[config.mk]
export PLATFORM = sky130hd
export DESIGN_NAME = dc_toggle_fifo_dout
export DESIGN_NICKNAME = d
export VERILOG_FILES = /design/src/rtl/dc_fifo_pkg.sv /design/src/rtl/dc_sync_2ff.sv /design/src/rtl/dc_toggle_fifo_dout.sv
export SDC_FILE = /design/constraint.sdc
export NUM_CORES = 1
export LEC_CHECK = 0
export ABC_AREA = 0
export ABC_CLOCK_PERIOD_IN_PS = 7000
export BUFFER_PORTS_ARGS = -buffer_cell sky130_fd_sc_hd__clkbuf_2
export CAP_MARGIN = 0
export CORE_AREA = 2 2 230 232
export DETAILED_ROUTE_END_ITERATION = 10
export DIE_AREA = 0 0 232 234
export SLEW_MARGIN = 5
export SYNTH_ARGS = -nofsm -noshare
export SYNTH_HDL_FRONTEND = slang
export SYNTH_SLANG_ARGS = --single-unit
[constraint.sdc]
create_clock -name clk_i -period 7 [get_ports clk_i]
set_input_delay 0.35 -clock clk_i [delete_from_list [all_inputs] [get_ports clk_i]]
set_output_delay 0.35 -clock clk_i [all_outputs]
set_load 0.1 [all_outputs]
[src/rtl/dc_fifo_pkg.sv]
// Shared definitions for the dual-clock toggle FIFO read and write sides.
// Both sides use the same synchronizer depth and slot-index wrap.
package dc_fifo_pkg;

  localparam int DC_SYNC_STAGES = 2;

  // Wraps explicitly, so the depth does not have to be a power of two.
  function automatic int slot_idx_next(input int idx, input int depth);
    return (idx >= depth - 1) ? 0 : idx + 1;
  endfunction

endpackage

[src/rtl/dc_sync_2ff.sv]
// Single-bit multi-flop synchronizer with asynchronous active-high reset to 0.
module dc_sync_2ff
  import dc_fifo_pkg::*;
(
  input  logic clk_i,
  input  logic rst_i,
  input  logic d_i,
  output logic q_o
);

  logic [DC_SYNC_STAGES-1:0] sync_q;
  logic [DC_SYNC_STAGES-1:0] sync_d;

  always_comb begin
    sync_d = {sync_q[DC_SYNC_STAGES-2:0], d_i};
  end

  always_ff @(posedge clk_i or posedge rst_i) begin
    if (rst_i) begin
      sync_q <= '0;
    end else begin
      sync_q <= sync_d;
    end
  end

  assign q_o = sync_q[DC_SYNC_STAGES-1];

endmodule

[src/rtl/dc_toggle_fifo_dout.sv]
// Read side of a dual-clock toggle-token slot FIFO: synchronizes the writer's
// per-slot tokens, reads slots strictly in order, and drives a registered stream.
module dc_toggle_fifo_dout
  import dc_fifo_pkg::*;
#(
  parameter int DATA_WIDTH   = 64,
  parameter int BUFFER_DEPTH = 8
) (
  input  logic                               clk_i,
  input  logic                               rst_i,
  input  logic [BUFFER_DEPTH-1:0]            write_token_i,
  input  logic [DATA_WIDTH*BUFFER_DEPTH-1:0] data_async_i,
  output logic [BUFFER_DEPTH-1:0]            read_pointer_o,
  output logic                               valid_o,
  input  logic                               ready_i,
  output logic [DATA_WIDTH-1:0]              data_o
);

  localparam int IDX_W = $clog2(BUFFER_DEPTH);

  logic [BUFFER_DEPTH-1:0] wtok_s;
  logic [BUFFER_DEPTH-1:0] full;
  logic [DATA_WIDTH-1:0]   slot_data [BUFFER_DEPTH];

  logic [BUFFER_DEPTH-1:0] rd_ptr_q, rd_ptr_d;
  logic [IDX_W-1:0]        rd_idx_q, rd_idx_d;
  logic                    valid_q, valid_d;
  logic [DATA_WIDTH-1:0]   data_q, data_d;
  logic                    load;

  for (genvar i = 0; i < BUFFER_DEPTH; i++) begin : g_slot
    dc_sync_2ff u_sync (
      .clk_i (clk_i),
      .rst_i (rst_i),
      .d_i   (write_token_i[i]),
      .q_o   (wtok_s[i])
    );
    assign slot_data[i] = data_async_i[i*DATA_WIDTH +: DATA_WIDTH];
  end

  // Slot data is only sampled once the synchronized token marks it full,
  // so the data bus itself is stable by then and needs no synchronizer.
  assign full = wtok_s ^ rd_ptr_q;

  // Stream handshake: a beat transfers on a rising edge where valid_o && ready_i;
  // once raised, valid_o and data_o stay stable until that transfer happens.
  assign load = full[rd_idx_q] && (!valid_q || ready_i);

  always_comb begin
    rd_ptr_d = rd_ptr_q;
    rd_idx_d = rd_idx_q;
    valid_d  = valid_q;
    data_d   = data_q;
    if (load) begin
      data_d             = slot_data[rd_idx_q];
      valid_d            = 1'b1;
      rd_ptr_d[rd_idx_q] = ~rd_ptr_q[rd_idx_q];
      rd_idx_d           = IDX_W'(slot_idx_next(int'(rd_idx_q), BUFFER_DEPTH));
    end else if (valid_q && ready_i) begin
      valid_d = 1'b0;
    end
  end

  always_ff @(posedge clk_i or posedge rst_i) begin
    if (rst_i) begin
      rd_ptr_q <= '0;
      rd_idx_q <= '0;
      valid_q  <= 1'b0;
      data_q   <= '0;
    end else begin
      rd_ptr_q <= rd_ptr_d;
      rd_idx_q <= rd_idx_d;
      valid_q  <= valid_d;
      data_q   <= data_d;
    end
  end

  assign read_pointer_o = rd_ptr_q;
  assign valid_o        = valid_q;
  assign data_o         = data_q;

endmodule

# [Word level (Yosys, flattened, before mapping)]
# Cells that the tools add are included.
[totals] input_bits=523 word_cells=39 register_bits=92
[classes] n_lt_le_gt_ge=4 add_sub_neg=1 mux=13 n_reduce_logical=6 bitwise=3
[ops] op="$bmux W64 S3" count=1
[ops] op="$mux W64" count=2
[ops] op="$bwmux W8" count=1
[ops] op="$xor A8 B8 Y8" count=1
[ops] op="$bmux W1 S3" count=2
[ops] op="$mux W1" count=5
[ops] op="$ge A4 B4 Y1 const B" count=1
[ops] op="$lt A3 B4 Y1 const B" count=1
[ops] op="$not A3 Y4" count=1
[ops] op="$add A3 B1 Y3 const B" count=1
[ops] op="$demux W1 S3" count=1
[ops] op="$ge A3 B1 Y1 const B" count=1
[ops] op="$ge A3 B3 Y1 const B" count=1
[ops] op="$logic_and A1 B1 Y1" count=3
[ops] op="$mux W3" count=1
[ops] op="$reduce_bool A2 Y1" count=1
[ops] op="$logic_not A1 Y1" count=1
[ops] op="$logic_or A1 B1 Y1" count=1
[ops] op="$not A1 Y1" count=1

# [Logic depth before layout (Yosys ltp)]
[logic_depth] ltp_word=5 ltp_mapped=9 depth_no_buf=5

# [Hierarchy]
# From an unflattened synthesis, not the netlist that was laid out.
[unflattened] hier_cells=680 area_unflattened_um2=7463.4
[by_module_without_submodules] mod="dc_toggle_fifo_dout" n_inst=1 seq_area_each_um2=1901.8 area_each_um2=7033.0 cells_per_inst=656
[by_module_without_submodules] mod="dc_sync_2ff" n_inst=8 seq_area_each_um2=50.0 area_each_um2=53.8 cells_per_inst=3

# [Least setup slack after synthesis]
# No wires, ideal clock.
[synth_timing] kind="flip-flop to flip-flop" startpoint="register rd_ptr_q[1], in the netlist read_pointer_o[1]" endpoint="register data_q[12], in the netlist data_o[12]" slack_ns=4.547 n_path_buf=1 setup_ns=0.128 period_less_slack_ns=2.453 path_stages_with_launch=7 t_arrival_ns=2.325 required_ns=6.872 path_cell_list="dfrtp_1 xnor2_1 o32ai_2 nor4_4 nor2_2 buf_4 mux2_1"
[synth_between] elab_chain_cells=4
[synth_rtl] item="start, declared" line_no="dc_toggle_fifo_dout.sv:25" text="logic [BUFFER_DEPTH-1:0] rd_ptr_q, rd_ptr_d;"
[synth_rtl] item="start signal, assigned" line_no="dc_toggle_fifo_dout.sv:71" text="rd_ptr_q <= rd_ptr_d;"
[synth_rtl] item="$xor A8 B8 Y8" line_no="dc_toggle_fifo_dout.sv:43" text="assign full = wtok_s ^ rd_ptr_q;"
[synth_rtl] item="$bmux W1 S3" line_no="dc_toggle_fifo_dout.sv:47" text="assign load = full[rd_idx_q] && (!valid_q || ready_i);"
[synth_rtl] item="$mux W1 (not written as such)" line_no="dc_toggle_fifo_dout.sv:47"
[synth_rtl] item="$logic_and A1 B1 Y1" line_no="dc_toggle_fifo_dout.sv:47"
[synth_rtl] item="end signal, assigned" line_no="dc_toggle_fifo_dout.sv:74" text="data_q <= data_d;"
[synth_rtl] item="end, declared" line_no="dc_toggle_fifo_dout.sv:28" text="logic [DATA_WIDTH-1:0] data_q, data_d;"
# No other way between the ends. The select of a mux whose other input is x is not followed.
# A chain may end at the register's enable or synchronous reset.

# [Worst setup path in the final report]
[layout_timing] startpoint="register rd_idx_q[0]" endpoint="register data_q[13], in the netlist data_o[13]"
[layout_between] elab_chain_cells=4
[layout_rtl] item="start, declared" line_no="dc_toggle_fifo_dout.sv:26" text="logic [IDX_W-1:0] rd_idx_q, rd_idx_d;"
[layout_rtl] item="start signal, assigned" line_no="dc_toggle_fifo_dout.sv:72" text="rd_idx_q <= rd_idx_d;"
[layout_rtl] item="$not A3 Y4 (not written as such)" line_no="dc_toggle_fifo_dout.sv:55" text="data_d = slot_data[rd_idx_q];"
[layout_rtl] item="$bmux W64 S3" line_no="dc_toggle_fifo_dout.sv:55"
[layout_rtl] item="$mux W64 (not written as such) (2 in series)" line_no="dc_toggle_fifo_dout.sv:55"
# Parallel ways exist; a longest one is shown, timed or not. The select of a mux whose other input is x is not followed.

==> impl_metrics.json <==
{
  "status": "complete, no violations",
  "grt_overflow": 0,
  "critical_path_class": "reg -> reg",
  "fin_skew_ns": 0.0101,
  "finalNonFillerCells": 1896,
  "post-place-cells": 1874,
  "cts.repair.resized": 0,
  "syn_inst": 646,
  "cts.sink_count": 92,
  "synth_compound_area_share_pct": 22.3,
  "synth_edf_count": 0,
  "antenna_found_initial": 12,
  "cp_max_fo": 65,
  "synth_area_per_cell_sq_um": 11.5,
  "grt_max_degree": 66,
  "wl_per_cell_microns": 22.2,
  "cts_max_level": 3,
  "synth_top_area_share_pct": 31.0,
  "slowest_delay_ns": 1.11,
  "wirelength_mm": 42.1,
  "drtIter0Drc": 521,
  "cts-root-buf": "clkbuf_16",
  "hold_path_class": "in -> async",
  "slowest_stage": "dfrtp_4",
  "dp_hpwl_mm": 33.4,
  "synth_top_area_cell": "dfrtp_1",
  "muxShareOfSynthArea_pct": 35.8,
  "finalHoldViolations": 0,
  "dieArea_sq_um": 54300,
  "rsz0062_at_grt": "no",
  "synth_ff_type": "dfrtp_1",
  "initial_core_util_pct": 14.3,
  "max_freq_mhz": 227,
  "synthXorXnorAreaFrac_pct": 0.944,
  "p_total_mw": 6.38,
  "grt_pass1_wl_mm": 57.6,
  "synth_top_family_by_area": "multiplexers",
  "ys_ff_latch": 92,
  "synthTopCellsByArea": "dfrtp_1, mux4_2, mux2_1",
  "crit_arrival_ns": 4.66,
  "cts_made_buffers": 9,
  "grt_pass1_vias": 8894,
  "cp-start-kind": "flop",
  "end_kind": "flop",
  "min_period_ns": 4.40,
  "power_leakage_nw": 5.32,
  "yosys.area_share.simple_pct": 4.57,
  "insertion_delay_ns": 0.39,
  "netlist_area_sq_um": 7420,
  "fin_ws_ns": 2.60,
  "fin_crit_sh_pct": 62.8,
  "cpMostUsedCell": "buf_4",
  "cts_tree": "done",
  "postRouteAntennaNets": 0,
  "stdcell_area_sq_um": 11400,
  "core_sq_um": 52000,
  "grt_use_total_pct": 14.9,
  "drv_cap": 0,
  "fillCellCount": 5652,
  "drive_gt1_share_pct": 60.2,
  "cellPowerDensity_nw_per_um2": 561,
  "ys_warn_count": 0,
  "vias_per_cell": 4.53,
  "maxSlewHeadroom_pct": 22.0,
  "clk_pin_slew_ns": 0.08,
  "critPathRequiredTime_ns": 7.27,
  "setup_violations": 0,
  "yosys.area_share.adder_pct": 0.337,
  "synth-seq-area-share_pct": 31.0,
  "synth_nets": 1171,
  "final_max_slew_viol_count": 0,
  "pre_cts_slack_ns": 2.39,
  "portBuffers": 595,
  "place_area_sq_um": 11100,
  "boundaryPins": 596,
  "finalSetupTns_ns": 0,
  "fp.dieW_microns": 232,
  "holdBufCountCts": 0,
  "yosysUniqueCellTypes": 49,
  "firstDrtPassIters": 5,
  "area_growth_pct": 53.2,
  "die_h_microns": 234,
  "via_count": 8592,
  "synthArstFlopShare_pct": 100,
  "postCtsSetupBuffers": 0,
  "fp-row-count": 84,
  "worstPathCellList": "nand2_1 > o32ai_2 > nor4_4 > buf_4 > nor2_4 > buf_4 > mux2_1",
  "place_congestion": 0.889,
  "rr_worst_depth": 7,
  "peakVddDrop_uv": 228,
  "cts_buffer_depth": 2,
  "tightest_slew_ns": 1.17,
  "final_nets": 1722,
  "route.detailed.drc": 0
}
-- worst paths after layout --
kind / from / endpoint / slack (ns)
min in group clk_i: write_token_i[5] / g_slot[5].u_sync.sync_q[0] / 0.07
max: rd_idx_q[0] / data_o[13] / 2.60
min: rst_i / data_o[16] / 0.01
max in group asynchronous: rst_i / rd_idx_q[0] / 5.75
min reg2reg: g_slot[6].u_sync.sync_q[0] / g_slot[6].u_sync.sync_q[1] / 0.35
max reg2reg: rd_idx_q[0] / data_o[13] / 2.60
-- report_power, final --
group	switching [mW]	internal [mW]	leakage, nW	total (mW)
clock network	0.279	0.255	0.148	0.534
logic	3.27	1.42	4.08	4.69
registers	0.368	0.784	1.09	1.15
-- stage by stage --
step	util [%]	hold slack, ns
CTS	21.8	0.0238
detailed placement	21.2	0.335
global placement	21.2	0.336
global route	21.8	0.0295
floorplan	-	0.331
finish	21.9	0.0145
-- cells in the mapped netlist, types with 2 or more instances --
cell	n
dfrtp_1	92
mux2_1	60
mux2i_1	57
mux4_2	53
a221oi_1	41
o21ai_0	30
buf_2	26
a22oi_1	24
clkbuf_1	23
nor2_1	20
mux2_2	19
o22ai_1	18
a22o_1	16
o21ai_1	16
nand2_1	15
a21oi_1	14
buf_4	13
o221ai_1	11
a221o_1	9
o31ai_1	8
xnor2_1	8
nor2b_1	7
nand2b_1	5
o2bb2ai_1	5
a211oi_1	4
buf_1	4
o211ai_1	4
o31ai_2	4
or2_1	4
a32oi_1	3
buf_6	3
inv_2	3
nand3b_1	3
and2_1	2
ha_1	2
nor2_2	2
o22ai_2	2
o32ai_2	2
o41ai_1	2
o41ai_2	2
or3b_1	2
-- sequential cells by signal (all words and copies together), names as in the netlist --
name,flops
g_slot.u_sync.sync_q,16
valid_o,1
read_pointer_o,8
rd_idx_q,3
data_o,64
-- per-layer routing --
layer  GRT usage (%)  part of all wire, %  vias to the layer above
li1                -                    -                     3762
met1            17.0                   38                     4173
met2            24.7                   48                      555
met3            4.88                  9.5                       94
met4            7.67                  4.3                        8
met5               0                 0.11                        -
-- critical path, delay by kind of cell (launching register included) --
kind | cells | cell delay, ns
AO/OA/AOI/OAI | 1 | 0.51
flip-flops | 1 | 1.11
multiplexers | 1 | 0.38
buffers and inverters | 2 | 0.78
AND/OR/NAND/NOR | 3 | 1.36
-- layout make-up --
class                           instances  area, sq um  share of cell area, %
Tap cell                              688          861                   7.57
Clock buffer                            9          225                   1.98
Inverter                                4         17.5                  0.154
Timing Repair Buffer                  609         3080                   27.1
Antenna cell                            6         15.0                  0.132
Multi-Input combinational cell        481         4780                   42.0
Sequential cell                        92         2310                   20.3
Clock inverter                          7         78.8                  0.693
-- layout by cell type, fill, tap and decap left out, drive strengths merged, types with 5 or more instances in the layout --
cell type and instances:
a21oi 14, a221o 9, a221oi 41, a22o 16, a22oi 24, buf 14
clkbuf 604, dfrtp 92, diode 6, inv 8, mux2 79, mux2i 57
mux4 53, nand2 15, nand2b 5, nor2 22, nor2b 7, o21ai 46
o221ai 11, o22ai 20, o2bb2ai 5, o31ai 12, xnor2 8
-- cell families (layout without fill, tap and decap cells) --
| family | after synthesis | after routing |
|---|---|---|
| AOI/OAI and AO/OA | 218 | 218 |
| xor gates and xnor gates | 8 | 8 |
| adders and majority gates | 2 | 2 |
| buffers and inverters | 73 | 629 |
| DFF | 92 | 92 |
| muxes | 189 | 189 |
| other | 0 | 6 |
| and+or+nand+nor | 64 | 64 |
Power figures use the tool's default switching activity.
